`config.mk`:
```
export PLATFORM = sky130hd
export DESIGN_NAME = touch_mode_controller
export DESIGN_NICKNAME = d
export VERILOG_FILES = /design/src/rtl/touch_ui_pkg.sv /design/src/rtl/touch_region_decoder.sv /design/src/rtl/touch_mode_controller.sv
export SDC_FILE = /design/constraint.sdc
export NUM_CORES = 1
export LEC_CHECK = 0
export ABC_AREA = 1
export CAP_MARGIN = 20
export CORE_MARGIN = 3
export CORE_UTILIZATION = 45
export CTS_BUF_LIST = sky130_fd_sc_hd__clkbuf_8
export DETAILED_ROUTE_END_ITERATION = 8
export GPL_TIMING_DRIVEN = 0
export PLACE_DENSITY_LB_ADDON = 0.15
export SYNTH_ARGS = -nofsm -noshare
export SYNTH_HDL_FRONTEND = slang
export SYNTH_SLANG_ARGS = --single-unit
```
`constraint.sdc`:
```
create_clock -name iCLK -period 2.85 [get_ports iCLK]
set_input_delay 0.57 -clock iCLK [delete_from_list [all_inputs] [get_ports iCLK]]
set_output_delay 0.57 -clock iCLK [all_outputs]
set_load 0.05 [all_outputs]
```
`src/rtl/touch_ui_pkg.sv`:
```
// Shared touch UI types and default panel geometry / timing constants.
// Used by the mode controller and the region decoder.
package touch_ui_pkg;

    typedef enum logic [1:0] {
        ST_IDLE     = 2'd0,
        ST_DECODE   = 2'd1,
        ST_HOLDOFF  = 2'd2,
        ST_WAIT_REL = 2'd3
    } state_t;

    typedef enum logic [1:0] {
        ACT_PREV   = 2'd0,
        ACT_NEXT   = 2'd1,
        ACT_TOGGLE = 2'd2
    } action_t;

    localparam logic [11:0] DEF_X_SPLIT     = 12'd2048;
    localparam logic [11:0] DEF_Y_TOP       = 12'd256;
    localparam logic [23:0] DEF_HOLDOFF_CNT = 24'd12_500_000;
    localparam logic [27:0] DEF_AUTO_CNT    = 28'd150_000_000;

endpackage

```
`src/rtl/touch_region_decoder.sv`:
```
// Maps a touch coordinate to a UI action; the top strip wins over
// the left/right split.
module touch_region_decoder
    import touch_ui_pkg::*;
#(
    parameter logic [11:0] X_SPLIT = DEF_X_SPLIT,
    parameter logic [11:0] Y_TOP   = DEF_Y_TOP
) (
    input  logic [11:0] xCoord,
    input  logic [11:0] yCoord,
    output action_t     action
);

    logic inTop;
    logic inLeft;

    assign inTop  = (yCoord < Y_TOP);
    assign inLeft = (xCoord < X_SPLIT);

    always_comb begin
        action = ACT_NEXT;
        unique case (1'b1)
            inTop:           action = ACT_TOGGLE;
            !inTop && inLeft: action = ACT_PREV;
            default:         action = ACT_NEXT;
        endcase
    end

endmodule

```
`src/rtl/touch_mode_controller.sv`:
```
// Turns touch panel presses into prev/next/slideshow actions with a
// one-press-one-action interlock and a slideshow auto-advance timer.
module touch_mode_controller
    import touch_ui_pkg::*;
#(
    parameter int          NUM_MODES   = 4,
    parameter int          MODE_W      = 2,
    parameter logic [11:0] X_SPLIT     = DEF_X_SPLIT,
    parameter logic [11:0] Y_TOP       = DEF_Y_TOP,
    parameter logic [23:0] HOLDOFF_CNT = DEF_HOLDOFF_CNT,
    parameter logic [27:0] AUTO_CNT    = DEF_AUTO_CNT
) (
    input  logic              iCLK,
    input  logic              iRST,
    input  logic              iTOUCH_IRQ,
    input  logic [11:0]       iX_COORD,
    input  logic [11:0]       iY_COORD,
    input  logic              iNEW_COORD,
    output logic [MODE_W-1:0] oDISPLAY_MODE,
    output logic              oMODE_STB,
    output logic              oSLIDESHOW,
    output logic              oBUSY
);

    localparam logic [MODE_W-1:0] LAST = MODE_W'(NUM_MODES - 1);
    localparam logic [MODE_W-1:0] ONE  = MODE_W'(1);

    state_t      state;
    action_t     action;
    logic [23:0] holdCnt;
    logic [27:0] autoCnt;
    logic [11:0] xLat;
    logic [11:0] yLat;
    logic [MODE_W-1:0] modeInc;
    logic [MODE_W-1:0] modeDec;

    // Explicit wrap so non-power-of-two mode counts behave
    assign modeInc = (oDISPLAY_MODE == LAST) ? '0 : oDISPLAY_MODE + ONE;
    assign modeDec = (oDISPLAY_MODE == '0) ? LAST : oDISPLAY_MODE - ONE;

    touch_region_decoder #(
        .X_SPLIT(X_SPLIT),
        .Y_TOP  (Y_TOP)
    ) uDecoder (
        .xCoord(xLat),
        .yCoord(yLat),
        .action(action)
    );

    always_ff @(posedge iCLK or posedge iRST) begin
        if (iRST) begin
            state         <= ST_IDLE;
            holdCnt       <= '0;
            autoCnt       <= '0;
            xLat          <= '0;
            yLat          <= '0;
            oDISPLAY_MODE <= '0;
            oMODE_STB     <= 1'b0;
            oSLIDESHOW    <= 1'b0;
            oBUSY         <= 1'b0;
        end else begin
            oMODE_STB <= 1'b0;
            unique case (state)
                ST_IDLE: begin
                    // A touch beats a coincident auto-advance
                    if (iNEW_COORD) begin
                        xLat    <= iX_COORD;
                        yLat    <= iY_COORD;
                        autoCnt <= '0;
                        state   <= ST_DECODE;
                        oBUSY   <= 1'b1;
                    end else if (oSLIDESHOW) begin
                        if (autoCnt == AUTO_CNT - 28'd1) begin
                            autoCnt       <= '0;
                            oDISPLAY_MODE <= modeInc;
                            oMODE_STB     <= 1'b1;
                        end else begin
                            autoCnt <= autoCnt + 28'd1;
                        end
                    end else begin
                        autoCnt <= '0;
                    end
                end
                ST_DECODE: begin
                    state   <= ST_HOLDOFF;
                    autoCnt <= '0;
                    unique case (action)
                        ACT_TOGGLE: oSLIDESHOW <= ~oSLIDESHOW;
                        ACT_PREV: begin
                            oDISPLAY_MODE <= modeDec;
                            oMODE_STB     <= 1'b1;
                        end
                        ACT_NEXT: begin
                            oDISPLAY_MODE <= modeInc;
                            oMODE_STB     <= 1'b1;
                        end
                        default: ;
                    endcase
                end
                ST_HOLDOFF: begin
                    if (holdCnt == HOLDOFF_CNT - 24'd1) begin
                        holdCnt <= '0;
                        state   <= ST_WAIT_REL;
                    end else begin
                        holdCnt <= holdCnt + 24'd1;
                    end
                end
                ST_WAIT_REL: begin
                    if (!iTOUCH_IRQ) begin
                        state <= ST_IDLE;
                        oBUSY <= 1'b0;
                    end
                end
                default: begin
                    state <= ST_IDLE;
                    oBUSY <= 1'b0;
                end
            endcase
        end
    end

endmodule

```
==> reports/qor.yml, run 1 <==
outcome:
  outcome: "complete, no violations"
timing:
  hold_slack_ns: 0.5109
  tightest_slew_ns: 0.7944
  tns_ns: 0
  fmax_mhz: 462.9
  grt_setup_unrepaired: "false"
  finalCritPeriodShare_pct: 75.81
  relSlewSlack_pct: 47.04
  finalSetupViolCount: 0
  finalHoldViolCount: 0
  min_period_ns: 2.161
  setup_slack_ns: 0.6895
  fin_worst_skew_ns: 0.007434
  finalMaxSlewViolations: 0
grt:
  grt.total_usage_pct: 19.73
  antenna_found_initial: 0
  grt_pass1_vias: 3434
  grt_max_degree: 65
  grt_pass1_wl_um: 15860
  gr-total-overflow: 0
cts:
  clk_pin_slew_ns: 0.07
  cts_root_buf: "clkbuf_8"
  insertion_delay_ns: 0.35
  clockBufferDepth: 2
  cts_tree: "done"
  ctsHoldBuffers: 0
  cts_sinks: 64
  ctsHtreeMaxLevel: 3
  postCtsSetupRepairBufs: 0
  ctsResizeCount: 0
  cts_made_buffers: 9
synth:
  avgSynthCellArea_um2: 7.262
  ys_seq_area_share_pct: 40.39
  synth_nets: 582
  ys_types: 37
  synth-seq-cells: 64
  syn_inst: 546
  syn_area_um2: 3965
  ys.warnings.count: 0
drt:
  drt-total-wl_um: 8949
  dr.pass1.iters: 5
  drc: 0
  detail-route-antenna-nets: 0
  via_per_inst: 5.188
  vias: 3528
  drt_iter0_drc: 233
  wl_per_cell_um: 13.16
critical_path:
  critPathSlowestCell: "clkdlybuf4s50_1"
  r2r_cells: 6
  worst-endpoint-arrival_ns: 1.59
  crit_chain: "clkdlybuf4s50_1"
  end_kind: "primary output"
  crit_family: "buffers and inverters"
  critPathMaxStageDelay_ns: 0.83
  crit_cells: 1
  cp_max_fo: 4
  required_ns: 2.28
  worstSetupPathType: "reg2out"
  cp_num_buf_inv: 1
  start_kind: "flip-flop"
power:
  p_leak_nw: 1.973
  p_per_area_nw_per_um2: 694.4
  p_total_mw: 3.122
  peakVddDrop_mv: 0.5744
finish:
  final_cell_mix: "nand2_1 (147), nor2_1 (71), inv_1 (70)"
  final_common_cell: "nand2_1"
  stdcell_count: 680
  nets: 606
  final_layout_size_suffix_gt1_share_pct: 9.043
  antenna_cells: 0
  area_growth_pct: 13.41
min_path:
  hold_depth: 1
  hold_class: "reg2reg"
floorplan:
  core_area_um2: 8382
  die_area_um2: 9974
  fp-row-count: 33
  die_h_um: 99.87
  initial_core_util_pct: 47.31
  die_w_um: 99.87
  io_pins: 33
placement:
  dp.final_hpwl_um: 6443
  place.port_buffers: 13
  placed_cells: 664
  place_congestion: 0.8804
  dp_slack_ns: 0.7504
flow_run:
  cap_violations: 0
[area by class of cell]
class                      instances  area (um2)
fill                             816        3885
tap                              105       131.4
sequential                        64        1602
buffer                             7       42.54
clock buffer                      10       137.6
inverter                          73       276.5
multi-input combinational        402        2047
clock inverter                     6       130.1
timing repair buffer              13       130.1
[path summary, 6_finish.rpt]
check / from / to / slack (ns)
worst max-delay path: oSLIDESHOW$_DFFE_PP0P_ / oSLIDESHOW / 0.69
min in group asynchronous: iRST / autoCnt[11]$_DFFE_PP0P_ / 0.73
worst min register to register: xLat[11]$_DFFE_PP0P_ / xLat[11]$_DFFE_PP0P_ / 0.51
worst min-delay path: xLat[11]$_DFFE_PP0P_ / xLat[11]$_DFFE_PP0P_ / 0.51
worst max register to register: state[0]$_DFFE_PP0P_ / autoCnt[5]$_DFFE_PP0P_ / 0.79
max in group asynchronous: iRST / autoCnt[25]$_DFFE_PP0P_ / 1.59
[where the power goes]
part / switching (mW) / total (mW) / internal, mW / leakage [nW]
sequential: 0.108 / 1.14 / 1.03 / 0.864
combinational: 0.633 / 0.926 / 0.292 / 0.973
clock: 0.367 / 1.06 / 0.690 / 0.136
[metal layers]
metal | up-vias | part of all wire (%) | wire [um] | track usage (%)
met5 | - | 0 | 0 | 0
met4 | 0 | 1.5 | 136 | 7.668
met3 | 13 | 3.8 | 340 | 2.780
met2 | 72 | 44 | 3920 | 30.12
met1 | 1645 | 51 | 4553 | 28.42
li1 | 1798 | - | - | -
[cells by family (layout without fill, tap and decap cells)]
kind of cell / count (synthesis) / count (layout) / share of synthesized area (%)
xor+xnor: 18 / 18 / 3.976
fa+ha+maj: 8 / 8 / 2.525
compound gates: 56 / 56 / 8.457
flops: 64 / 64 / 40.39
mux: 3 / 3 / 0.8519
simple gates: 317 / 317 / 35.82
buf+inv: 80 / 109 / 7.984
[per-stage QoR]
| stage | util, % | instance area, um2 |
|---|---|---|
| 2_1_floorplan | - | 3965 |
| 3_3_place_gp | 50.43 | 4227 |
| 3_5_place_dp | 50.46 | 4229 |
| 4_1_cts | 53.65 | 4497 |
| 5_1_grt | 53.65 | 4497 |
| 6_report | 53.65 | 4497 |
[worst register-to-register path: stages, from the launching register on]
cell	delay [ns]
dfrtp_1	0.40
inv_1	0.08
ha_1	0.28
nor2_1	0.39
inv_1	0.25
clkbuf_1	0.33
o22ai_1	0.24
[registers in the layout (all words and copies together) (netlist names)]
register / count
holdCnt: 24
yLat: 4
oBUSY: 1
oMODE_STB: 1
oSLIDESHOW: 1
xLat: 1
autoCnt: 28
state: 2
oDISPLAY_MODE: 2
[synth_stat cells (all sizes together)]
master	number	area, um2
nor3	5	30.03
dfrtp	64	1602
a21oi	13	76.33
nand4	16	106.4
nor4	1	6.260
xnor2	3	26.28
a31oi	4	25.02
and3	1	6.260
nand2	151	576.8
and3b	1	8.760
o21ai	29	160.2
clkbuf	3	11.26
inv	73	274.0
and2	1	6.260
mux2	3	33.78
o211a	1	10.01
ha	8	100.1
nor2	83	366.6
xor2	15	131.4
buf	4	31.27
o22ai	8	56.30
nand3	58	312.8
o21bai	1	7.510
(Power assumes the default switching activity.)
==> inputs of run 2 (changes only) <==
clock period = 2.1 ns   (was 2.85 ns; I/O delays follow)
==> reports/qor.yml, run 2 (synthesis results as in run 1) <==
grt:
  grt_pass1_vias: 3434  # unchanged
  antenna_found_initial: 0  # unchanged
  grt_pass1_wl_um: 15860  # unchanged
  grt.total_usage_pct: 19.73  # unchanged
  grt_max_degree: 65  # unchanged
  gr-total-overflow: 0  # unchanged
critical_path:
  critPathMaxStageDelay_ns: 0.83  # about the same
  crit_family: "buffers and inverters"
  crit_chain: "clkdlybuf4s50_1"
  worstSetupPathType: "reg2out"
  r2r_cells: 6  # unchanged
  start_kind: "flip-flop"
  critPathSlowestCell: "clkdlybuf4s50_1"
  end_kind: "primary output"
  cp_num_buf_inv: 1  # unchanged
  reg2reg_slack_ns: 0.24  # -0.55 ns
  worst-endpoint-arrival_ns: 1.59  # about the same
  cp_max_fo: 4  # unchanged
  required_ns: 1.68  # -0.60 ns
  rr_startpoint: "state[1]$_DFFE_PP0P_"
  reg2reg_to: "autoCnt[11]$_DFFE_PP0P_"
min_path:
  hp-start: "xLat[11]$_DFFE_PP0P_"
  hold_depth: 1  # unchanged
  hold_class: "reg2reg"
  whs_endpoint: "xLat[11]$_DFFE_PP0P_"
finish:
  final_cell_mix: "nand2_1 (147), nor2_1 (70), inv_1 (70)"
  n_fill_cell: 818  # +0.25%
  final_area_um2: 4502  # +0.11%
  area_growth_pct: 13.54
  nets: 606  # unchanged
  stdcell_count: 680  # unchanged
  largest_register: "autoCnt"
  final_common_cell: "nand2_1"
  largestRegisters: "autoCnt x28, holdCnt x24, yLat x4"
  antenna_cells: 0  # unchanged
  largest_reg_flops: 28  # unchanged
  final_layout_size_suffix_gt1_share_pct: 9.391  # +0.35 points
timing:
  finalSetupViolCount: 0  # unchanged
  tightest_slew_ns: 0.7930  # -0.001336 ns
  fin_worst_skew_ns: 0.007273  # -0.0001608 ns
  finalCritPeriodShare_pct: 95.68
  finalMaxSlewViolations: 0  # unchanged
  finalHoldViolCount: 0  # unchanged
  fmax_mhz: 497.7
  min_period_ns: 2.009
  relSlewSlack_pct: 47.13  # +0.089 points
  grt_setup_unrepaired: "false"
  hold_slack_ns: 0.5084  # -0.002459 ns
power:
  p_per_area_nw_per_um2: 943.1  # +36%
  peakVddDrop_mv: 0.7755  # +35%
  p_leak_nw: 1.972  # about the same
drt:
  dr.pass1.iters: 5  # unchanged
  drc: 0  # unchanged
  wl_per_cell_um: 13.12  # -0.30%
  via_per_inst: 5.218  # +0.57%
  drt-total-wl_um: 8922  # -0.30%
  detail-route-antenna-nets: 0  # unchanged
  vias: 3548  # +0.57%
  drt_iter0_drc: 252  # +8.2%
cts:
  clk_pin_slew_ns: 0.07  # about the same
  cts_sinks: 64  # unchanged
  ctsHtreeMaxLevel: 3  # unchanged
  postCtsSetupRepairBufs: 0  # unchanged
  cts_root_buf: "clkbuf_8"
  cts_tree: "done"
  clockBufferDepth: 2  # unchanged
  insertion_delay_ns: 0.35  # about the same
  cts_made_buffers: 9  # unchanged
placement:
  placed_area_um2: 4229  # unchanged
  placed_cells: 664  # unchanged
  place.port_buffers: 13  # unchanged
  dp.final_hpwl_um: 6443  # unchanged
  place_congestion: 0.8804  # unchanged
floorplan:
  initial_core_util_pct: 47.31  # unchanged
  fp-row-count: 33  # unchanged
  die_h_um: 99.87  # unchanged
  die_w_um: 99.87  # unchanged
  io_pins: 33  # unchanged
  die_area_um2: 9974  # unchanged
  core_area_um2: 8382  # unchanged
outcome:
  outcome: "complete, no violations"
flow_run:
  cap_violations: 0  # unchanged
run 2: cell count changes in the layout (fill, tap and decap cells not counted):
cell	before	now
ha_1	8	7
nor2_2	7	8
nor2_1	71	70
ha_2	0	1
run 2: per-stage QoR:
stage | worst slack [ns] | utilization (%) | setup TNS [ns] | power (mW)
3_5_place_dp | 0.01986 | 50.46 | 0 | 2.825
6_report | 0.09074 | 53.71 | 0 | 4.246
2_1_floorplan | 0.08190 | - | 0 | 2.447
4_1_cts | 0.01868 | 53.65 | 0 | 4.281
3_3_place_gp | -1.169 | 50.43 | -74.45 | 2.803
5_1_grt | 0.009278 | 53.71 | 0 | 4.519
run 2: worst reg2reg max path: cells and delay by family (launching register included):
family          cells  cell delay (ns)
simple gates        1             0.11
buf+inv             3             0.78
fa+ha+maj           1             0.25
flops               1             0.42
compound gates      1             0.16
run 2: worst max path at each step:
stage                                 from                      end  slack [ns]  cells past startpoint
finish              oSLIDESHOW$_DFFE_PP0P_               oSLIDESHOW        0.09                      1
global placement                      iRST     state[1]$_DFFE_PP0P_       -1.17                      2
global route        oSLIDESHOW$_DFFE_PP0P_               oSLIDESHOW       0.009                      1
detailed placement    state[0]$_DFFE_PP0P_  autoCnt[11]$_DFFE_PP0P_        0.02                      6
floorplan                             iRST   autoCnt[0]$_DFFE_PP0P_        0.08                      1
CTS                   state[0]$_DFFE_PP0P_   autoCnt[5]$_DFFE_PP0P_        0.02                      6
run 2: metal layers:
layer	part of all wire [%]	GRT usage (%)
met5	0	0
met2	44	30.12
met1	50	28.42
met3	4.6	2.780
met4	1.4	7.668
run 2: cell type report:
type	count	area, um2	area share [%]
inverters	73	276.5	6.142
clock inverters	6	130.1	2.890
well taps	105	131.4	2.918
flip-flops and latches	64	1602	35.58
multi-input cells	402	2052	45.58
plain buffers	7	42.54	0.9450
repair buffers	13	130.1	2.890
clock buffers	10	137.6	3.057
run 2: power by group:
part           leakage, nW  internal [mW]  switching, mW
clock network        0.136          0.937          0.498
registers            0.864           1.40          0.145
logic                0.972          0.405          0.861
total                 1.97           2.74           1.50
run 2: repair_timing:
item | CTS | global route
setup endpoints to repair | 0 | 11
hold buffers | 0 | 0
gates resized for setup | 0 | 2
